File: src/rtl/bit_deser_pkg.sv
// Shared types and sizing helpers for the bit_deser serial-to-parallel deserializer.
package bit_deser_pkg;

    typedef enum logic {EMPTY, FULL} hold_state_t;

    localparam int WORDS_CNT_W = 16;

    // Bit-count width; a 2-bit word still needs a 1-bit counter.
    function automatic int cnt_width(input int width);
        return (width > 1) ? $clog2(width) : 1;
    endfunction

endpackage

File: src/rtl/bit_deser_if.sv
// Serial-in / word-out handshake bundle for bit_deser.
interface bit_deser_if #(
    parameter int unsigned WIDTH = 8
);
    import bit_deser_pkg::*;

    logic                   bit_in;
    logic                   bit_vld;
    logic                   flush;
    logic [WIDTH-1:0]       word_data;
    logic                   word_vld;
    logic                   word_rdy;
    logic                   ovf;
    logic                   ovf_clr;
    logic [WORDS_CNT_W-1:0] words_out;

    // Environment side: drives the serial stream and consumes words.
    modport master (
        output bit_in, bit_vld, flush, word_rdy, ovf_clr,
        input  word_data, word_vld, ovf, words_out
    );

    // Deserializer side.
    modport slave (
        input  bit_in, bit_vld, flush, word_rdy, ovf_clr,
        output word_data, word_vld, ovf, words_out
    );

endinterface

File: src/rtl/bit_shreg.sv
// WIDTH-bit shift register; MSB_FIRST selects which end new bits enter from.
module bit_shreg #(
    parameter int unsigned WIDTH     = 8,
    parameter bit          MSB_FIRST = 1'b1
) (
    input  logic             clk,
    input  logic             rst_n,
    input  logic             clr,
    input  logic             shift_en,
    input  logic             din,
    output logic [WIDTH-1:0] next_word
);

    logic [WIDTH-1:0] q;

    // next_word is the value after this edge's shift, so the top can capture
    // a completed word on the same edge the last bit arrives.
    generate
        if (MSB_FIRST) begin : g_msb
            assign next_word = {q[WIDTH-2:0], din};
        end else begin : g_lsb
            assign next_word = {din, q[WIDTH-1:1]};
        end
    endgenerate

    always_ff @(posedge clk or negedge rst_n) begin
        if (!rst_n) begin
            q <= '0;
        end else if (clr) begin
            q <= '0;
        end else if (shift_en) begin
            q <= next_word;
        end
    end

endmodule

File: src/rtl/bit_deser.sv
// Deserializer top: bit counting, holding-register FSM, overflow flag and word counter.
module bit_deser
    import bit_deser_pkg::*;
#(
    parameter int unsigned WIDTH     = 8,
    parameter bit          MSB_FIRST = 1'b1
) (
    input  logic        clk,
    input  logic        rst_n,
    bit_deser_if.slave  bus
);

    localparam int CNT_W = cnt_width(WIDTH);
    localparam logic [CNT_W-1:0] LAST_BIT = CNT_W'(WIDTH - 1);

    hold_state_t            state;
    hold_state_t            state_next;
    logic [CNT_W-1:0]       bit_cnt;
    logic [WIDTH-1:0]       next_word;
    logic [WIDTH-1:0]       word_q;
    logic                   ovf_q;
    logic [WORDS_CNT_W-1:0] words_q;
    logic                   accept;
    logic                   complete;
    logic                   drain;
    logic                   load;
    logic                   drop;

    // Flush wins over bit_vld, so a bit arriving with flush is discarded.
    assign accept   = bus.bit_vld && !bus.flush;
    assign complete = accept && (bit_cnt == LAST_BIT);
    assign drain    = (state == FULL) && bus.word_rdy;

    bit_shreg #(
        .WIDTH     (WIDTH),
        .MSB_FIRST (MSB_FIRST)
    ) u_shreg (
        .clk       (clk),
        .rst_n     (rst_n),
        .clr       (bus.flush),
        .shift_en  (accept),
        .din       (bus.bit_in),
        .next_word (next_word)
    );

    always_ff @(posedge clk or negedge rst_n) begin
        if (!rst_n) begin
            bit_cnt <= '0;
        end else if (bus.flush) begin
            bit_cnt <= '0;
        end else if (accept) begin
            bit_cnt <= complete ? '0 : bit_cnt + 1'b1;
        end
    end

    always_ff @(posedge clk or negedge rst_n) begin
        if (!rst_n) begin
            state <= EMPTY;
        end else begin
            state <= state_next;
        end
    end

    // A completed word loads if the holder is empty or emptying this edge;
    // otherwise it is dropped and the held word is left intact.
    always_comb begin
        state_next = state;
        load       = 1'b0;
        drop       = 1'b0;
        case (state)
            EMPTY: begin
                if (complete) begin
                    load       = 1'b1;
                    state_next = FULL;
                end
            end
            FULL: begin
                if (complete && drain) begin
                    load = 1'b1;
                end else if (complete) begin
                    drop = 1'b1;
                end else if (drain) begin
                    state_next = EMPTY;
                end
            end
            default: state_next = EMPTY;
        endcase
    end

    always_ff @(posedge clk or negedge rst_n) begin
        if (!rst_n) begin
            word_q  <= '0;
            ovf_q   <= 1'b0;
            words_q <= '0;
        end else begin
            if (load) begin
                word_q <= next_word;
            end
            if (drop) begin
                ovf_q <= 1'b1;
            end else if (bus.ovf_clr) begin
                ovf_q <= 1'b0;
            end
            if (drain) begin
                words_q <= words_q + 1'b1;
            end
        end
    end

    assign bus.word_data = word_q;
    assign bus.word_vld  = (state == FULL);
    assign bus.ovf       = ovf_q;
    assign bus.words_out = words_q;

endmodule

File: src/flat_wrapper.sv
// flat-port wrapper written by rule: the top's interface ports become plain ports
module bit_deser_flat import bit_deser_pkg::*;
#(
    parameter int unsigned WIDTH     = 8,
    parameter bit          MSB_FIRST = 1'b1
)
  (clk, rst_n, bus_bit_in, bus_bit_vld, bus_flush, bus_word_rdy, bus_ovf_clr, bus_word_data, bus_word_vld, bus_ovf, bus_words_out);
  bit_deser_if #(.WIDTH(WIDTH)) bus_i ();
  input  logic clk;
  input  logic rst_n;
  input wire logic [$bits(bus_i.bit_in)-1:0] bus_bit_in;
  input wire logic [$bits(bus_i.bit_vld)-1:0] bus_bit_vld;
  input wire logic [$bits(bus_i.flush)-1:0] bus_flush;
  input wire logic [$bits(bus_i.word_rdy)-1:0] bus_word_rdy;
  input wire logic [$bits(bus_i.ovf_clr)-1:0] bus_ovf_clr;
  output wire logic [$bits(bus_i.word_data)-1:0] bus_word_data;
  output wire logic [$bits(bus_i.word_vld)-1:0] bus_word_vld;
  output wire logic [$bits(bus_i.ovf)-1:0] bus_ovf;
  output wire logic [$bits(bus_i.words_out)-1:0] bus_words_out;
  assign bus_i.bit_in = bus_bit_in;
  assign bus_i.bit_vld = bus_bit_vld;
  assign bus_i.flush = bus_flush;
  assign bus_i.word_rdy = bus_word_rdy;
  assign bus_i.ovf_clr = bus_ovf_clr;
  assign bus_word_data = bus_i.word_data;
  assign bus_word_vld = bus_i.word_vld;
  assign bus_ovf = bus_i.ovf;
  assign bus_words_out = bus_i.words_out;
  bit_deser #(.WIDTH(WIDTH), .MSB_FIRST(MSB_FIRST)) u_core (.clk(clk), .rst_n(rst_n), .bus(bus_i));
endmodule
File: config.mk
export PLATFORM = sky130hd
export DESIGN_NAME = bit_deser_flat
export DESIGN_NICKNAME = d
export VERILOG_FILES = /design/src/rtl/bit_deser_pkg.sv /design/src/rtl/bit_deser_if.sv /design/src/rtl/bit_shreg.sv /design/src/rtl/bit_deser.sv /design/src/flat_wrapper.sv
export SDC_FILE = /design/constraint.sdc
export NUM_CORES = 1
export LEC_CHECK = 0
export ABC_AREA = 1
export CAP_MARGIN = 0
export CORE_ASPECT_RATIO = 0.9
export CORE_MARGIN = 1
export CORE_UTILIZATION = 48
export CTS_CLUSTER_SIZE = 28
export DETAILED_ROUTE_END_ITERATION = 12
export PLACE_DENSITY = 0.71
export SYNTH_ARGS = -nofsm -noshare
export SYNTH_HDL_FRONTEND = slang
export SYNTH_HIERARCHICAL = 1
export SYNTH_SLANG_ARGS = --single-unit
File: constraint.sdc
create_clock -name clk -period 2.9 [get_ports clk]
set_clock_uncertainty 0.1 [all_clocks]
set_input_delay 0.58 -clock clk [delete_from_list [all_inputs] [get_ports clk]]
set_output_delay 0.58 -clock clk [all_outputs]
set_load 0.03 [all_outputs]
==> results of run 1 <==
registers in the layout, summed over array words and instances (netlist names):
signal,flops
u_core/u_shreg/q,7
u_core/bus.words_out,16
u_core/bus.ovf,1
u_core/bit_cnt,3
u_core/bus.word_vld,1
u_core/bus.word_data,8
worst min-delay path by stage:
stage               cells past startpoint  slack [ns]                                  end
CTS                                     2        0.38  u_core/bus.word_data[0]$_DFFE_PN0P_
floorplan                               0        0.18        u_core/bit_cnt[0]$_DFFE_PN0P_
global placement                        2        0.36  u_core/bus.word_data[4]$_DFFE_PN0P_
detailed placement                      2        0.36  u_core/bus.word_data[6]$_DFFE_PN0P_
finish                                  2        0.37  u_core/bus.word_data[0]$_DFFE_PN0P_
global route                            2        0.40  u_core/bus.word_data[4]$_DFFE_PN0P_
cells in the mapped netlist:
| library cell | number |
|---|---|
| nand2_1 | 63 |
| dfrtp_1 | 36 |
| inv_1 | 24 |
| nand3_1 | 24 |
| nor2_1 | 8 |
| o21ai_0 | 6 |
| xor2_1 | 5 |
| nand4_1 | 4 |
| xnor2_1 | 4 |
| ha_1 | 3 |
| nand2_2 | 3 |
| nor2_2 | 3 |
| nor3_1 | 3 |
| buf_4 | 2 |
| inv_2 | 2 |
| nor2_4 | 2 |
| buf_6 | 1 |
| nand2_4 | 1 |
| nor2_8 | 1 |
| o21bai_1 | 1 |
| o32ai_2 | 1 |
| or2_2 | 1 |
stage by stage:
stage | std cells | power (mW) | hold WS (ns) | worst slack [ns] | util (%)
6_report | 279 | 1.21 | 0.372 | 0.799 | 63.8
5_1_grt | 279 | 1.27 | 0.402 | 0.730 | 63.8
4_1_cts | 279 | 1.23 | 0.379 | 0.776 | 63.8
3_5_place_dp | 272 | 0.843 | 0.363 | 0.745 | 61.0
3_3_place_gp | 272 | 0.842 | 0.358 | 0.766 | 61.0
2_1_floorplan | 198 | 0.738 | 0.184 | 1.38 | -
logic make-up after synthesis:
| logic type | Yosys count |
|---|---|
| compound gates | 8 |
| xor+xnor | 9 |
| fa+ha+maj | 3 |
| buf+inv | 29 |
| flops | 36 |
| simple gates | 113 |
power by group through the flow:
| stage | combinational, mW | clock, mW | sequential, mW |
|---|---|---|---|
| after floorplan | 0.0812 | 0 | 0.656 |
| after detailed placement | 0.249 | 0 | 0.594 |
| after CTS | 0.251 | 0.394 | 0.584 |
| final | 0.249 | 0.382 | 0.583 |
| after global placement | 0.248 | 0 | 0.593 |
| after global routing | 0.269 | 0.411 | 0.590 |
worst min-delay path, cell delays in order (launching register included):
cell and delay (ns):
dfrtp_1 0.34, nand2_1 0.06, nand2_1 0.05
layout by cell type (no fill, tap or decap), drive strengths merged:
cell / instances
nand2: 67
dfrtp: 36
clkdlybuf4s50: 32
inv: 26
nand3: 24
nor2: 14
clkbuf: 7
o21ai: 6
xor2: 5
nand4: 4
xnor2: 4
nor3: 3
ha: 3
or2: 1
o32ai: 1
o21bai: 1
buf: 1
per-layer routing:
metal	GRT usage, %	part of all wire, %	up-vias	wire [um]
li1	-	-	695	-
met4	7.45	1.7	0	51
met5	0	0	-	0
met2	30.5	47	28	1440
met1	22.8	47	619	1460
met3	6.40	4.4	6	135
layout make-up:
class	count	area, um^2	share of cell area (%)
flip-flops and latches	36	901	41.5
multi-input cells	133	694	32.0
repair buffers	33	328	15.1
inverters	26	97.6	4.49
clock buffers	7	96.3	4.44
well taps	44	55.1	2.53
==> impl_metrics.ini, run 1 <==
[yosys]
synth_xor_area_share_pct = 4.59
syn_area_mm2 = 0.00172
synthAdderAreaFrac_pct = 2.18
synth-seq-area-share_pct = 52.4
synthMuxAreaShare_pct = 0
synth_area_per_cell_um2 = 8.68
yosys.area.top_type_share_pct = 52.4
ys_top_cells_by_area = dfrtp_1 52%, nand2_1 14%, nand3_1 7.0%
syn_inst = 198
synth_warnings = 6
ys_types = 22
syn_nets = 208
synth_top_family_by_area = simple AND/OR/NAND/NOR gates
synth_simple_gate_area_share_pct = 30.5
ys_seq_elements = 36
synth_compound_area_share_pct = 3.13
yosysTopAreaCell = dfrtp_1

[sta]
min_period_ns = 2.10
post-route-period-util_pct = 72.5
max-slew-margin-rel_pct = 70.5
finalHoldViolCount = 0
maxSlewViolCount = 0
worst_pin_slew_ns = 0.442
rsz0062_at_grt = false
final.setup.tns_ns = 0
setup_violations = 0
max_freq_mhz = 476

[cells_and_area]
diodes = 0
nFillCells = 314
nets = 245
postLayoutCellArea_mm2 = 0.00217
areaGrowthSynthToFinish_pct = 26.3
layout-drive-gt1-share_pct = 9.36

[pwr]
switching_share_pct = 29.8
p_leak_nw = 1.08
sequentialPowerShare_pct = 48.0
peakVddDrop_mv = 0.444
power.net_switching_mw = 0.362
combPwrFrac_pct = 20.5
power.share.clock_pct = 31.5
power_density_mw_per_mm2 = 559
internal_power_mw = 0.852

[clock_network]
clkSinkCount = 36
clkTransAtPathRegs_ns = 0.07
cts_root_buf = clkbuf_8
cts_hold_buf = 0
clockBufferDepth = 2
cts_tree = yes
cts_max_level = 2
cts_resized = 0
post_cts_buffers = 0
cts_buffers = 5
clock_latency_ns = 0.29

[setup_path]
crit_type = reg2out
r2r-start = u_core/bit_cnt[0]$_DFFE_PN0P_
critPathLaunchType = flop
critical-path-top-delay-family = buffers and inverters
cp.arrival_ns = 1.42
slowest_delay_ns = 0.70
crit_end = bus_words_out[7]
cp_max_fo = 5
cp_num_buf_inv = 1
cp_num_cells = 1
rr_worst_depth = 7
critPathLaunch = u_core/bus.words_out[7]$_DFFE_PN0N_
rrSetupSlack_ns = 1.37
crit_path_top_delay_cell = clkdlybuf4s50_1
crit_chain = clkdlybuf4s50_1
r2r_end = u_core/bus.word_data[7]$_DFFE_PN0P_
critical_path_required_ns = 2.22
cp-end-kind = primary output

[floorplanning]
start_util_pct = 50.5
core-area_mm2 = 0.00340
fp.dieH_um = 58.8
die_x_um = 65.1
die-area_mm2 = 0.00383
ioPinCount = 33
num_rows = 20

[min_path]
hp-class = reg2reg
hp-start = u_core/bus.word_data[0]$_DFFE_PN0P_

[detailed_routing]
ant_nets = 0
dr.pass1.iters = 4
routed_wl_um = 3080
avgRoutedWirePerCell_um = 11.1
viasPerCell = 4.83
drt_iter0_drc = 56
route.detailed.drc = 0
via_count = 1348

[grt]
antenna_found_initial = 0
grtUsageTotal_pct = 18.7
grt_pass1_wl_um = 5190
grt_max_degree = 37
overflow = 0
grt_pass1_vias = 1185

[placed_design]
dpl.hpwl_um = 2200
portBuffers = 32
gp_congestion = 0.794
dpl-instance-area_mm2 = 0.00208

[flow_run]
cap_violations = 0

[outcome]
run_status = finished clean
Power figures use the tool's default switching activity.
==> run 2: changes to the inputs <==
- clock period: 2.9 -> 1.95 ns (I/O delays scaled with it)
==> run 2 against run 1 <==
  * Design area is 2.2% higher
  * Utilization is 1.4 points higher
  * Sequential share of layout area is 0.91 points lower
  * Critical path depth stayed put
  * Final cell count is 1.8% higher
  * Sequential power is 49% higher
  * Setup slack worse by 0.75 ns
  * Global-route usage is 0.48 points higher
  * Non-clock buffer count is 4 higher
  * Hold slack better by 0.0052 ns
  * Critical endpoint is now bus_words_out[8]
==> impl_metrics.ini, run 2 (synthesized netlist as in run 1, its figures left out) <==
[outcome]
run_status = finished clean

[cells_and_area]
diodes = 0
postLayoutCellArea_mm2 = 0.00222
instances_no_fill = 284
nFillCells = 323
layout-drive-gt1-share_pct = 10.8
layout_commonest_cell = nand2_1
areaGrowthSynthToFinish_pct = 29.2
regArea_um2 = 901
largest_reg_flops = 16
final_cell_mix = 63 x nand2_1, 36 x dfrtp_1, 29 x clkdlybuf4s50_1
nets = 249
multiInputGateArea_um2 = 694

[placed_design]
gp_congestion = 0.831
dpl-instance-area_mm2 = 0.00211
place_inst = 276
portBuffers = 32
dpl.hpwl_um = 2270

[clock_network]
cts_buffers = 5
cts_root_buf = clkbuf_8
cts_tree = yes
cts_max_level = 2
clock_latency_ns = 0.28
post_cts_buffers = 0
clkTransAtPathRegs_ns = 0.07
clockBufferDepth = 2
clkSinkCount = 36

[grt]
use_met2_pct = 31.5
antenna_found_initial = 0
grtUsageTotal_pct = 19.1
grt_pass1_vias = 1273
grt_max_degree = 37
grt_use_met1_pct = 24.5
grt_busiest_layer = met2
overflow = 0
grt_pass1_wl_um = 5470
grtUsageMet3_pct = 4.65

[floorplanning]
ioPinCount = 33
start_util_pct = 50.5
fp.dieH_um = 58.8
core-area_mm2 = 0.00340
die_x_um = 65.1
die-area_mm2 = 0.00383
num_rows = 20

[sta]
max-slew-margin-rel_pct = 70.8
finalHoldViolCount = 0
setup_violations = 0
worst_pin_slew_ns = 0.437
rsz0062_at_grt = false
max_freq_mhz = 526
min_period_ns = 1.90
final.setup.tns_ns = 0
maxSlewViolCount = 0
post-route-period-util_pct = 97.5

[setup_path]
slowest_delay_ns = 0.70
critical-path-top-delay-family = buffers and inverters
cp_max_fo = 6
crit_path_top_delay_cell = clkdlybuf4s50_1
crit_chain = clkdlybuf4s50_1
cp.arrival_ns = 1.41
critical_path_required_ns = 1.46
crit_type = reg2out
cp_num_buf_inv = 1
critPathLaunchType = flop
cp-end-kind = primary output

[min_path]
hp-class = reg2reg

[detailed_routing]
viasPerCell = 4.73
drt_iter0_drc = 89
via_count = 1343
route.detailed.drc = 0
routed_wl_um = 3140
ant_nets = 0
avgRoutedWirePerCell_um = 11.1
dr.pass1.iters = 4

[pwr]
p_total_mw = 1.88
peakVddDrop_mv = 0.471
power_density_mw_per_mm2 = 848
p_leak_nw = 1.15

[flow_run]
cap_violations = 0
run 2: repair_timing:
action                                 4_1_cts  5_1_grt
hold buffers                                 0        0
endpoints found under the hold margin        0        0
setup endpoints to repair                    0        3
resized for setup                            0        3
run 2: area by class of cell:
| cell class | instances | share of cell area (%) |
|---|---|---|
| timing repair buffer | 37 | 16.5 |
| multi-input combinational | 133 | 31.3 |
| tap | 44 | 2.48 |
| inverter | 26 | 4.39 |
| clock inverter | 2 | 1.58 |
| sequential | 36 | 40.6 |
| clock buffer | 6 | 3.27 |
run 2: report_power, final:
group,switching [mW],internal (mW),leakage [nW]
sequential,0.0665,0.803,0.481
clock,0.259,0.379,0.0552
combinational,0.223,0.153,0.617
total,0.549,1.34,1.15
run 2: worst paths after layout:
check	startpoint	depth (start not counted)	slack, ns	to
worst max-delay path	u_core/bus.words_out[8]$_DFFE_PN0N_	1	0.05	bus_words_out[8]
worst min-delay path	u_core/bus.word_data[0]$_DFFE_PN0P_	2	0.38	u_core/bus.word_data[0]$_DFFE_PN0P_
worst max register to register	u_core/bit_cnt[0]$_DFFE_PN0P_	7	0.46	u_core/bus.word_data[2]$_DFFE_PN0P_
worst min register to register	u_core/bus.word_data[0]$_DFFE_PN0P_	2	0.38	u_core/bus.word_data[0]$_DFFE_PN0P_
max in group asynchronous	rst_n	2	1.02	u_core/bus.words_out[1]$_DFFE_PN0N_
min in group asynchronous	rst_n	2	0.41	u_core/bus.words_out[3]$_DFFE_PN0N_
run 2: metal layers:
layer,vias up,share of wire [%]
li1,701,-
met1,608,48
met2,28,48
met3,6,3.6
met4,0,1.0
met5,-,0
run 2: metrics by stage:
step	hold slack [ns]	utilization, %	setup slack (ns)
2_1_floorplan	-0.00559	-	0.435
3_3_place_gp	0.359	61.9	0.237
3_5_place_dp	0.363	61.9	0.216
4_1_cts	0.382	65.0	0.0154
5_1_grt	0.397	65.3	0.00151
6_report	0.378	65.3	0.0492
==> run 3: changes to the inputs <==
- CAP_MARGIN: 0 -> default
==> results of run 3 <==
Final layout, timing and power as in run 2 (identical DEF).
